**src/rtl/wb_write_arbiter_if.sv**
```systemverilog
// Bus bundle for the write-back arbiter: pipe write, long-latency issue/result,
// register-file write port and hazard-unit status.
interface wb_write_arbiter_if #(
  parameter int DEPTH  = 4,
  parameter int DATA_W = 32
);
  localparam int CNT_W = $clog2(DEPTH) + 1;

  logic              pipe_we;
  logic [4:0]        pipe_addr;
  logic [DATA_W-1:0] pipe_data;
  logic              lu_issue;
  logic [4:0]        lu_issue_addr;
  logic              lu_valid;
  logic [4:0]        lu_addr;
  logic [DATA_W-1:0] lu_data;
  logic              lu_ready;
  logic              RegWriteWB;
  logic [4:0]        regwriteaddrWB;
  logic [DATA_W-1:0] regwritedataWB;
  logic [31:0]       busy_mask;
  logic [CNT_W-1:0]  fifo_count;

  modport slave (
    input  pipe_we, pipe_addr, pipe_data,
    input  lu_issue, lu_issue_addr,
    input  lu_valid, lu_addr, lu_data,
    output lu_ready,
    output RegWriteWB, regwriteaddrWB, regwritedataWB,
    output busy_mask, fifo_count
  );

  modport master (
    output pipe_we, pipe_addr, pipe_data,
    output lu_issue, lu_issue_addr,
    output lu_valid, lu_addr, lu_data,
    input  lu_ready,
    input  RegWriteWB, regwriteaddrWB, regwritedataWB,
    input  busy_mask, fifo_count
  );
endinterface

```
**src/rtl/wb_write_arbiter.sv**
```systemverilog
// Register-file write-port arbiter: in-order pipe writes take absolute priority,
// long-latency results queue in a small FIFO and drain in bubbles.
module wb_write_arbiter #(
  parameter int DEPTH  = 4,
  parameter int DATA_W = 32
) (
  input  logic              clk,
  input  logic              reset,
  wb_write_arbiter_if.slave bus
);
  localparam int PTR_W = $clog2(DEPTH);
  localparam int CNT_W = PTR_W + 1;

  function automatic logic [31:0] reg_bit(input logic [4:0] r);
    reg_bit = 32'd1 << r;
  endfunction

  logic [4:0]        addr_mem [DEPTH];
  logic [DATA_W-1:0] data_mem [DEPTH];
  logic [PTR_W-1:0]  wr_ptr;
  logic [PTR_W-1:0]  rd_ptr;
  logic [CNT_W-1:0]  count;

  logic              pipe_sel;
  logic              lu_ready;
  logic              push;
  logic              store;
  logic              pop;
  logic [31:0]       set_mask;
  logic [31:0]       clr_mask;

  logic              we_p1;
  logic [4:0]        addr_p1;
  logic [DATA_W-1:0] data_p1;
  logic [31:0]       busy_p1;

  // Writes to r0 are architecturally void, so they leave the slot free for a pop.
  assign pipe_sel = bus.pipe_we && (bus.pipe_addr != 5'd0);
  assign lu_ready = count < CNT_W'(DEPTH);
  assign push     = bus.lu_valid && lu_ready;
  assign store    = push && (bus.lu_addr != 5'd0);
  assign pop      = !pipe_sel && (count != '0);

  assign set_mask = bus.lu_issue ? reg_bit(bus.lu_issue_addr) : 32'd0;
  assign clr_mask = pop ? reg_bit(addr_mem[rd_ptr]) : 32'd0;

  always_ff @(posedge clk or posedge reset) begin
    if (reset) begin
      wr_ptr <= '0;
      rd_ptr <= '0;
      count  <= '0;
    end else begin
      if (store) wr_ptr <= PTR_W'(wr_ptr + 1'b1);
      if (pop)   rd_ptr <= PTR_W'(rd_ptr + 1'b1);
      case ({store, pop})
        2'b10:   count <= count + CNT_W'(1);
        2'b01:   count <= count - CNT_W'(1);
        default: count <= count;
      endcase
    end
  end

  always_ff @(posedge clk) begin
    if (store) begin
      addr_mem[wr_ptr] <= bus.lu_addr;
      data_mem[wr_ptr] <= bus.lu_data;
    end
  end

  // Stage p1: registered write port and scoreboard (set beats clear on the same bit).
  always_ff @(posedge clk or posedge reset) begin
    if (reset) begin
      we_p1   <= 1'b0;
      addr_p1 <= 5'd0;
      data_p1 <= '0;
      busy_p1 <= 32'd0;
    end else begin
      we_p1 <= pipe_sel || pop;
      if (pipe_sel) begin
        addr_p1 <= bus.pipe_addr;
        data_p1 <= bus.pipe_data;
      end else if (pop) begin
        addr_p1 <= addr_mem[rd_ptr];
        data_p1 <= data_mem[rd_ptr];
      end
      busy_p1 <= ((busy_p1 & ~clr_mask) | set_mask) & ~32'd1;
    end
  end

  assign bus.lu_ready       = lu_ready;
  assign bus.RegWriteWB     = we_p1;
  assign bus.regwriteaddrWB = addr_p1;
  assign bus.regwritedataWB = data_p1;
  assign bus.busy_mask      = busy_p1;
  assign bus.fifo_count     = count;
endmodule
```
**src/flat_wrapper.sv**
```systemverilog
// flat-port wrapper written by rule: the top's interface ports become plain ports
module wb_write_arbiter_flat 
#(
  parameter int DEPTH  = 4,
  parameter int DATA_W = 32
)
  (clk, reset, bus_pipe_we, bus_pipe_addr, bus_pipe_data, bus_lu_issue, bus_lu_issue_addr, bus_lu_valid, bus_lu_addr, bus_lu_data, bus_lu_ready, bus_RegWriteWB, bus_regwriteaddrWB, bus_regwritedataWB, bus_busy_mask, bus_fifo_count);
  wb_write_arbiter_if #(.DEPTH(DEPTH), .DATA_W(DATA_W)) bus_i ();
  input  logic clk;
  input  logic reset;
  input wire logic [$bits(bus_i.pipe_we)-1:0] bus_pipe_we;
  input wire logic [$bits(bus_i.pipe_addr)-1:0] bus_pipe_addr;
  input wire logic [$bits(bus_i.pipe_data)-1:0] bus_pipe_data;
  input wire logic [$bits(bus_i.lu_issue)-1:0] bus_lu_issue;
  input wire logic [$bits(bus_i.lu_issue_addr)-1:0] bus_lu_issue_addr;
  input wire logic [$bits(bus_i.lu_valid)-1:0] bus_lu_valid;
  input wire logic [$bits(bus_i.lu_addr)-1:0] bus_lu_addr;
  input wire logic [$bits(bus_i.lu_data)-1:0] bus_lu_data;
  output wire logic [$bits(bus_i.lu_ready)-1:0] bus_lu_ready;
  output wire logic [$bits(bus_i.RegWriteWB)-1:0] bus_RegWriteWB;
  output wire logic [$bits(bus_i.regwriteaddrWB)-1:0] bus_regwriteaddrWB;
  output wire logic [$bits(bus_i.regwritedataWB)-1:0] bus_regwritedataWB;
  output wire logic [$bits(bus_i.busy_mask)-1:0] bus_busy_mask;
  output wire logic [$bits(bus_i.fifo_count)-1:0] bus_fifo_count;
  assign bus_i.pipe_we = bus_pipe_we;
  assign bus_i.pipe_addr = bus_pipe_addr;
  assign bus_i.pipe_data = bus_pipe_data;
  assign bus_i.lu_issue = bus_lu_issue;
  assign bus_i.lu_issue_addr = bus_lu_issue_addr;
  assign bus_i.lu_valid = bus_lu_valid;
  assign bus_i.lu_addr = bus_lu_addr;
  assign bus_i.lu_data = bus_lu_data;
  assign bus_lu_ready = bus_i.lu_ready;
  assign bus_RegWriteWB = bus_i.RegWriteWB;
  assign bus_regwriteaddrWB = bus_i.regwriteaddrWB;
  assign bus_regwritedataWB = bus_i.regwritedataWB;
  assign bus_busy_mask = bus_i.busy_mask;
  assign bus_fifo_count = bus_i.fifo_count;
  wb_write_arbiter #(.DEPTH(DEPTH), .DATA_W(DATA_W)) u_core (.clk(clk), .reset(reset), .bus(bus_i));
endmodule
```
**config.mk**
```make
export PLATFORM = sky130hd
export DESIGN_NAME = wb_write_arbiter_flat
export DESIGN_NICKNAME = d
export VERILOG_FILES = /design/src/rtl/wb_write_arbiter_if.sv /design/src/rtl/wb_write_arbiter.sv /design/src/flat_wrapper.sv
export SDC_FILE = /design/constraint.sdc
export NUM_CORES = 1
export LEC_CHECK = 0
export BUFFER_PORTS_ARGS = -buffer_cell sky130_fd_sc_hd__buf_2
export CAP_MARGIN = 25
export CELL_PAD_IN_SITES_DETAIL_PLACEMENT = 0
export CELL_PAD_IN_SITES_GLOBAL_PLACEMENT = 1
export CORE_UTILIZATION = 40
export CTS_CLUSTER_DIAMETER = 40
export DETAILED_ROUTE_END_ITERATION = 7
export PLACE_DENSITY = 0.7
export RECOVER_POWER = 50
export SYNTH_ARGS = -nofsm -noshare
export SYNTH_HDL_FRONTEND = slang
export SYNTH_SLANG_ARGS = --single-unit
```
**constraint.sdc**
```tcl
create_clock -name clk -period 5.15 [get_ports clk]
set_input_delay 1.545 -clock clk [delete_from_list [all_inputs] [get_ports clk]]
set_output_delay 1.545 -clock clk [all_outputs]
set_load 0.05 [all_outputs]
```
==> run summary, run 1 <==
Clock Tree Root = clkbuf_16
Post-synthesis adder-cell area fraction = 0.00930
Post-Synth Simple-Gate Area = 0.0769
Cell area after synthesis = 8880 sq um
Hold path cells = 2
Power per cell area = 651 nW/um^2
Sink Count = 224
Row Count = 54
Kind of cell adding the most delay to the critical path = simple AND/OR/NAND/NOR gates
Worst r2r src = u_core.bus.fifo_count[0]
Core area = 21800 sq um
Static Leakage = 4.13 nW
Post-Syn Nets = 670
Commonest non-fill, non-tap cell in the layout = edfxtp_1
Worst hold endpoint = u_core.bus.busy_mask[2]
Critical path capture point type = flip-flop
Final Core Density = 0.503
Fraction of layout cells with a size suffix above 1 = 0.293
Critical Path RT = 5.38 ns
Reg2Reg Depth = 8
Routed vias = 5608
Tcrit/Tclk final = 0.648
M3 GR Usage = 0.0389
Hold Crit Start = u_core.bus.busy_mask[2]
Post-synthesis compound-gate area fraction = 0.0763
Crit Path Class = in -> reg
Critical path data arrival time = 3.57 ns
Post-DP HPWL = 12.7 mm
Max clock buf depth = 3
Largest net degree at the start of global routing = 75
CP bufs+invs = 2
Multi-input logic area = 2360 sq um
First-pass GRT wire length = 31.3 mm
Failing checks = max-capacitance violations, max-slew violations
Share of synthesized area spent on multiplexers = 0.0949
HP Class = reg -> reg
Initial DRT Pass Iterations = 5
GR Overflow Total = 0
Post-synthesis cell type count = 45
Antenna violations before repair = 1
M2 GR Usage = 0.312
Syn_area_per_cell = 15.3 sq um
H-Tree Depth = 1
Placed cell area = 9940 sq um
Synth async-reset ratio = 0.339
Cts repair resizes = 0
Nets = 837
Max FO, Critical Path = 21
Slowest stage delay, CP = 1.10 ns
Final hold vios = 0
Die X = 151 um
DRC viols = 0
# hold bufs at CTS = 0
Initial Util = 0.407
Largest family of logic cells by synthesized area = multiplexers
Prevailing post-synth register cell = edfxtp_1
Startpoint types = input port
GRT met1 Usage = 0.228
Critical path's slowest cell = and2_0
Setup tns final = 0 ns
Outcome = finished with violations
Number of port buffers = 156
Relative slew slack = -0.549
CTS tree = yes
Total track usage = 0.181
Ys Warns = 0
Total Power = 0.00715 W
Post-Synth XOR/XNOR Area = 0.00592
WL final = 20.2 mm
Fmax = 0.300 GHz
Maximum VDD drop = 0.000282 V
Iteration-0 DRC Markers = 258
Die height = 151 um
Vias in the first global route = 5831
Final setup violation count = 0
Per-cell routed wire length = 19.2 um
Internal reg-to-reg setup slack = 1.92 ns
Seq/Total Area, Yosys = 0.714
EDFF count, synth = 148
Clk_lat worst skew = 0.54 ns
Worst R2R End = u_core.bus.fifo_count[2]
Die area = 22800 sq um
Most frequent cells in the layout = edfxtp_1 (148), buf_2 (119), nand2_1 (84)
Fillcell total = 1886
Slew Viols, Final = 91
RSZ-0062 raised after global routing = no
CTS buffer count = 31
Clk slew on worst S/H paths = 0.06 ns
Skew final = 0.0146 ns
GP Congestion = 0.841
Register area = 6350 sq um
Fin crit period = 3.34 ns
Post-CTS setup buffer count = 0
MaxCap Viol Count = 2
Grt peak-use layer = met2
Worst-margin pin slew = 2.31 ns
Mapped Cells = 580
Crit-path cells = clkbuf_1 -> or3_1 -> o311a_1 -> and2_0 -> buf_16
Synthesized flop and latch total = 224
Num ports = 158
Post-route cell area = 11000 sq um
Area Growth Syn to Fin = 23.7%
Antenna-violating nets left = 0
Via density = 5.33
-- cell families after synthesis --
logic type / Yosys count
simple gates: 155
compound gates: 105
mux: 38
flops: 224
fa+ha+maj: 6
other cells: 1
xor+xnor: 6
buf+inv: 45
-- flip-flops by register name, summed over array words and instances, names as in the netlist --
signal and cells:
u_core.bus.fifo_count 3, u_core.bus.regwritedataWB 32, u_core.bus.RegWriteWB 1, u_core.rd_ptr 2
u_core.addr_mem 20, u_core.data_mem 128, u_core.bus.regwriteaddrWB 5, u_core.bus.busy_mask 31
u_core.wr_ptr 2
-- per-stage QoR --
| stage | cells | hold WS [ns] | setup WS, ns |
|---|---|---|---|
| after global routing | 1051 | 0.522 | 1.62 |
| after CTS | 1047 | 0.509 | 2.05 |
| final | 1052 | 0.502 | 1.81 |
| after detailed placement | 990 | 0.496 | 1.50 |
| after floorplan | 580 | 0.580 | 1.67 |
| after global placement | 990 | 0.488 | 1.55 |
-- metal layers --
metal | part of all wire | wire (um) | up-vias
met3 | 0.075 | 1520 | 27
met2 | 0.50 | 10100 | 203
li1 | - | - | 2558
met4 | 0.018 | 368 | 0
met5 | 0 | 0 | -
met1 | 0.41 | 8250 | 2820
-- where the power goes --
group / internal, W / total (W) / switching, W
sequential: 0.00234 / 0.00260 / 0.000253
combinational: 0.000768 / 0.00253 / 0.00176
clock: 0.00116 / 0.00202 / 0.000865
total: 0.00427 / 0.00715 / 0.00288
-- synth_stat cells, types with 2 or more instances --
cell type	n	area share
o41ai_1	2	0.0020
nand4_1	2	0.0014
xnor2_1	4	0.0039
clkbuf_1	18	0.0076
nand3b_1	2	0.0017
mux4_2	37	0.094
nand4bb_1	2	0.0025
or3_1	3	0.0021
nor2_1	39	0.016
nand4b_1	3	0.0030
xor2_1	2	0.0020
buf_4	2	0.0017
dfrtp_1	76	0.21
and2_1	4	0.0028
o21ai_0	15	0.0085
o221ai_1	2	0.0020
buf_2	7	0.0039
nor3_1	2	0.0011
edfxtp_1	148	0.50
nand2b_1	6	0.0042
a31oi_1	37	0.026
or2_1	2	0.0014
o21ai_1	14	0.0079
ha_1	5	0.0070
a21oi_1	2	0.0011
nand2_1	84	0.035
buf_1	3	0.0013
inv_1	14	0.0059
o31ai_1	27	0.023
-- layout make-up --
cell class / count / area share
inverters: 14 / 0.00490
clock inverters: 24 / 0.0210
flip-flops and latches: 224 / 0.578
clock buffers: 33 / 0.0713
multi-input cells: 311 / 0.215
repair buffers: 165 / 0.0779
well taps: 280 / 0.0319
diodes: 1 / 0.000228
-- worst max path at each step --
stage / from / endpoint / depth (start not counted)
floorplan: reset / u_core.bus.RegWriteWB / 1
global placement: bus_lu_addr[1] / u_core.bus.fifo_count[2] / 10
CTS: bus_lu_addr[1] / u_core.bus.fifo_count[2] / 10
global route: bus_lu_addr[0] / u_core.data_mem[3][14] / 5
detailed placement: bus_lu_addr[1] / u_core.bus.fifo_count[2] / 10
finish: bus_lu_addr[0] / u_core.data_mem[3][9] / 5
-- worst reg2reg max path: stages (launching register included) --
cell and delay [ns]:
dfrtp_1 0.43, or3_1 1.18, and3_1 0.47, ha_1 0.23
inv_1 0.06, fa_1 0.38, xor2_1 0.16, nor2_1 0.12
xnor2_1 0.12
Power figures use the tool's default switching activity.
==> run 2: changes to the inputs <==
==> constraint.sdc (replaced) <==
create_clock -name clk -period 3.28 [get_ports clk]
set_input_delay 0.984 -clock clk [delete_from_list [all_inputs] [get_ports clk]]
set_output_delay 0.984 -clock clk [all_outputs]
set_load 0.05 [all_outputs]
==> run 2 against run 1 <==
Effect of this change: the flow finishes with violations (max-capacitance violations); non-clock buffer count up 2; die area unchanged; flip-flop and latch count unchanged; via count down 0.21%; wire length down 0.27%; power up 58%; critical path depth unchanged; critical path type unchanged.
==> run summary, run 2 (same netlist as run 1, synthesis figures left out) <==
Die height = 151 um (unchanged)
Antenna-violating nets left = 0 (unchanged)
Commonest non-fill, non-tap cell in the layout = edfxtp_1
Clk_lat worst skew = 0.54 ns (about the same)
Fin crit period = 2.66 ns
Startpoint types = input port
Routed vias = 5596 (-0.21%)
Iteration-0 DRC Markers = 262 (+1.6%)
Most frequent cells in the layout = edfxtp_1 (148), buf_2 (117), nand2_1 (84)
Maximum VDD drop = 0.000503 V (+78%)
Total track usage = 0.181 (about the same)
Max clock buf depth = 3 (unchanged)
HP Class = reg -> reg
DRC viols = 0 (unchanged)
Static Leakage = 4.14 nW (+0.38%)
GR Overflow Total = 0 (unchanged)
Die area = 22800 sq um (unchanged)
Per-cell routed wire length = 19.2 um (-0.36%)
Sink Count = 224 (unchanged)
Final Core Density = 0.505 (+0.00178)
Vias in the first global route = 5820 (-0.19%)
# hold bufs at CTS = 0 (unchanged)
Fmax = 0.375 GHz
Post-route cell area = 11000 sq um (+0.35%)
Row Count = 54 (unchanged)
H-Tree Depth = 1 (unchanged)
Fraction of layout cells with a size suffix above 1 = 0.291 (-0.00168)
Critical Path RT = 3.51 ns (-1.87 ns)
Area Growth Syn to Fin = 24.1%
Clock Tree Root = clkbuf_16
Max FO, Critical Path = 23 (+9.5%)
Fin Hold WS = 0.517 ns (+0.0157 ns)
Critical path data arrival time = 2.89 ns (-0.68 ns)
Total Power = 0.0113 W (+58%)
Placed cell area = 9980 sq um (+0.40%)
Critical path capture point type = flip-flop
Final hold vios = 0 (unchanged)
Failing checks = max-capacitance violations
Antenna violations before repair = 1 (unchanged)
Post-DP HPWL = 12.9 mm (+1.4%)
Setup tns final = 0 ns (unchanged)
Initial DRT Pass Iterations = 4 (-1)
Die X = 151 um (unchanged)
Clk slew on worst S/H paths = 0.06 ns (about the same)
Slew Viols, Final = 0 (-100%)
Tcrit/Tclk final = 0.812
Via density = 5.31 (-0.31%)
RSZ-0062 raised after global routing = no
Skew final = 0.0246 ns (+0.0101 ns)
Core area = 21800 sq um (unchanged)
Nets = 838 (+0.12%)
Initial Util = 0.407 (unchanged)
Worst-margin pin slew = 1.49 ns (-0.822 ns)
Outcome = finished with violations
CTS buffer count = 30 (-3.2%)
WL final = 20.2 mm (-0.27%)
Relative slew slack = 0.00228 (+0.551)
MaxCap Viol Count = 1 (-1)
Crit Path Class = in -> reg
Largest register FFs = 128 (unchanged)
Top reg by flops = u_core.data_mem
Post-CTS setup buffer count = 0 (unchanged)
CTS tree = yes
Final setup violation count = 0 (unchanged)
First-pass GRT wire length = 31.3 mm (-0.13%)
Number of port buffers = 156 (unchanged)
Num ports = 158 (unchanged)
GP Congestion = 0.851 (+1.1%)
Cts repair resizes = 0 (unchanged)
Power per cell area = 1030 nW/um^2 (+58%)
Largest net degree at the start of global routing = 75 (unchanged)
run 2: cell types whose count changed in the layout (fill, tap and decap cells not counted), sizes merged:
cell	previous run	this run
clkbuf	71	75
inv	28	26
bufinv	0	1
clkinv	7	5
run 2: cell type report:
cell class                      count  area, sq um
Fill cell                        1874        10800
Sequential cell                   224         6350
Multi-Input combinational cell    311         2350
Timing Repair Buffer              167          887
Clock buffer                       35          801
Tap cell                          280          350
Clock inverter                     21          233
Inverter                           14         53.8
Antenna cell                        1         2.50
run 2: final timing paths:
kind | start | depth (start not counted) | slack [ns] | endpoint
max reg2reg | u_core.rd_ptr[0] | 4 | 0.71 | u_core.bus.regwritedataWB[18]
max | bus_lu_addr[0] | 5 | 0.62 | u_core.data_mem[1][9]
min | u_core.bus.busy_mask[19] | 2 | 0.52 | u_core.bus.busy_mask[19]
max in group asynchronous | reset | 3 | 1.64 | u_core.bus.RegWriteWB
min in group asynchronous | reset | 2 | 0.78 | u_core.bus.regwritedataWB[21]
min reg2reg | u_core.bus.busy_mask[19] | 2 | 0.52 | u_core.bus.busy_mask[19]
run 2: through the flow:
step / setup WS [ns] / instances
2_1_floorplan: 0.358 / 580
3_3_place_gp: 0.256 / 992
3_5_place_dp: 0.247 / 992
4_1_cts: 0.769 / 1048
5_1_grt: 0.415 / 1052
6_report: 0.615 / 1053
run 2: power breakdown:
part	internal [W]	switching [W]	leakage (nW)	total, W
Combinational	0.00121	0.00286	1.43	0.00407
Clock	0.00191	0.00133	0.501	0.00324
Sequential	0.00368	0.000332	2.22	0.00401
run 2: critical path, stage by stage:
cell	delay [ns]
clkbuf_1	0.18
or3_1	0.14
o311a_1	0.30
and2_0	0.98
buf_12	0.29
run 2: per-layer routing:
metal | global-route usage | vias up | wire length (um)
met2 | 0.304 | 208 | 9620
li1 | - | 2554 | -
met3 | 0.0449 | 37 | 1540
met1 | 0.231 | 2797 | 8620
met5 | 0 | - | 0
met4 | 0.0580 | 0 | 406
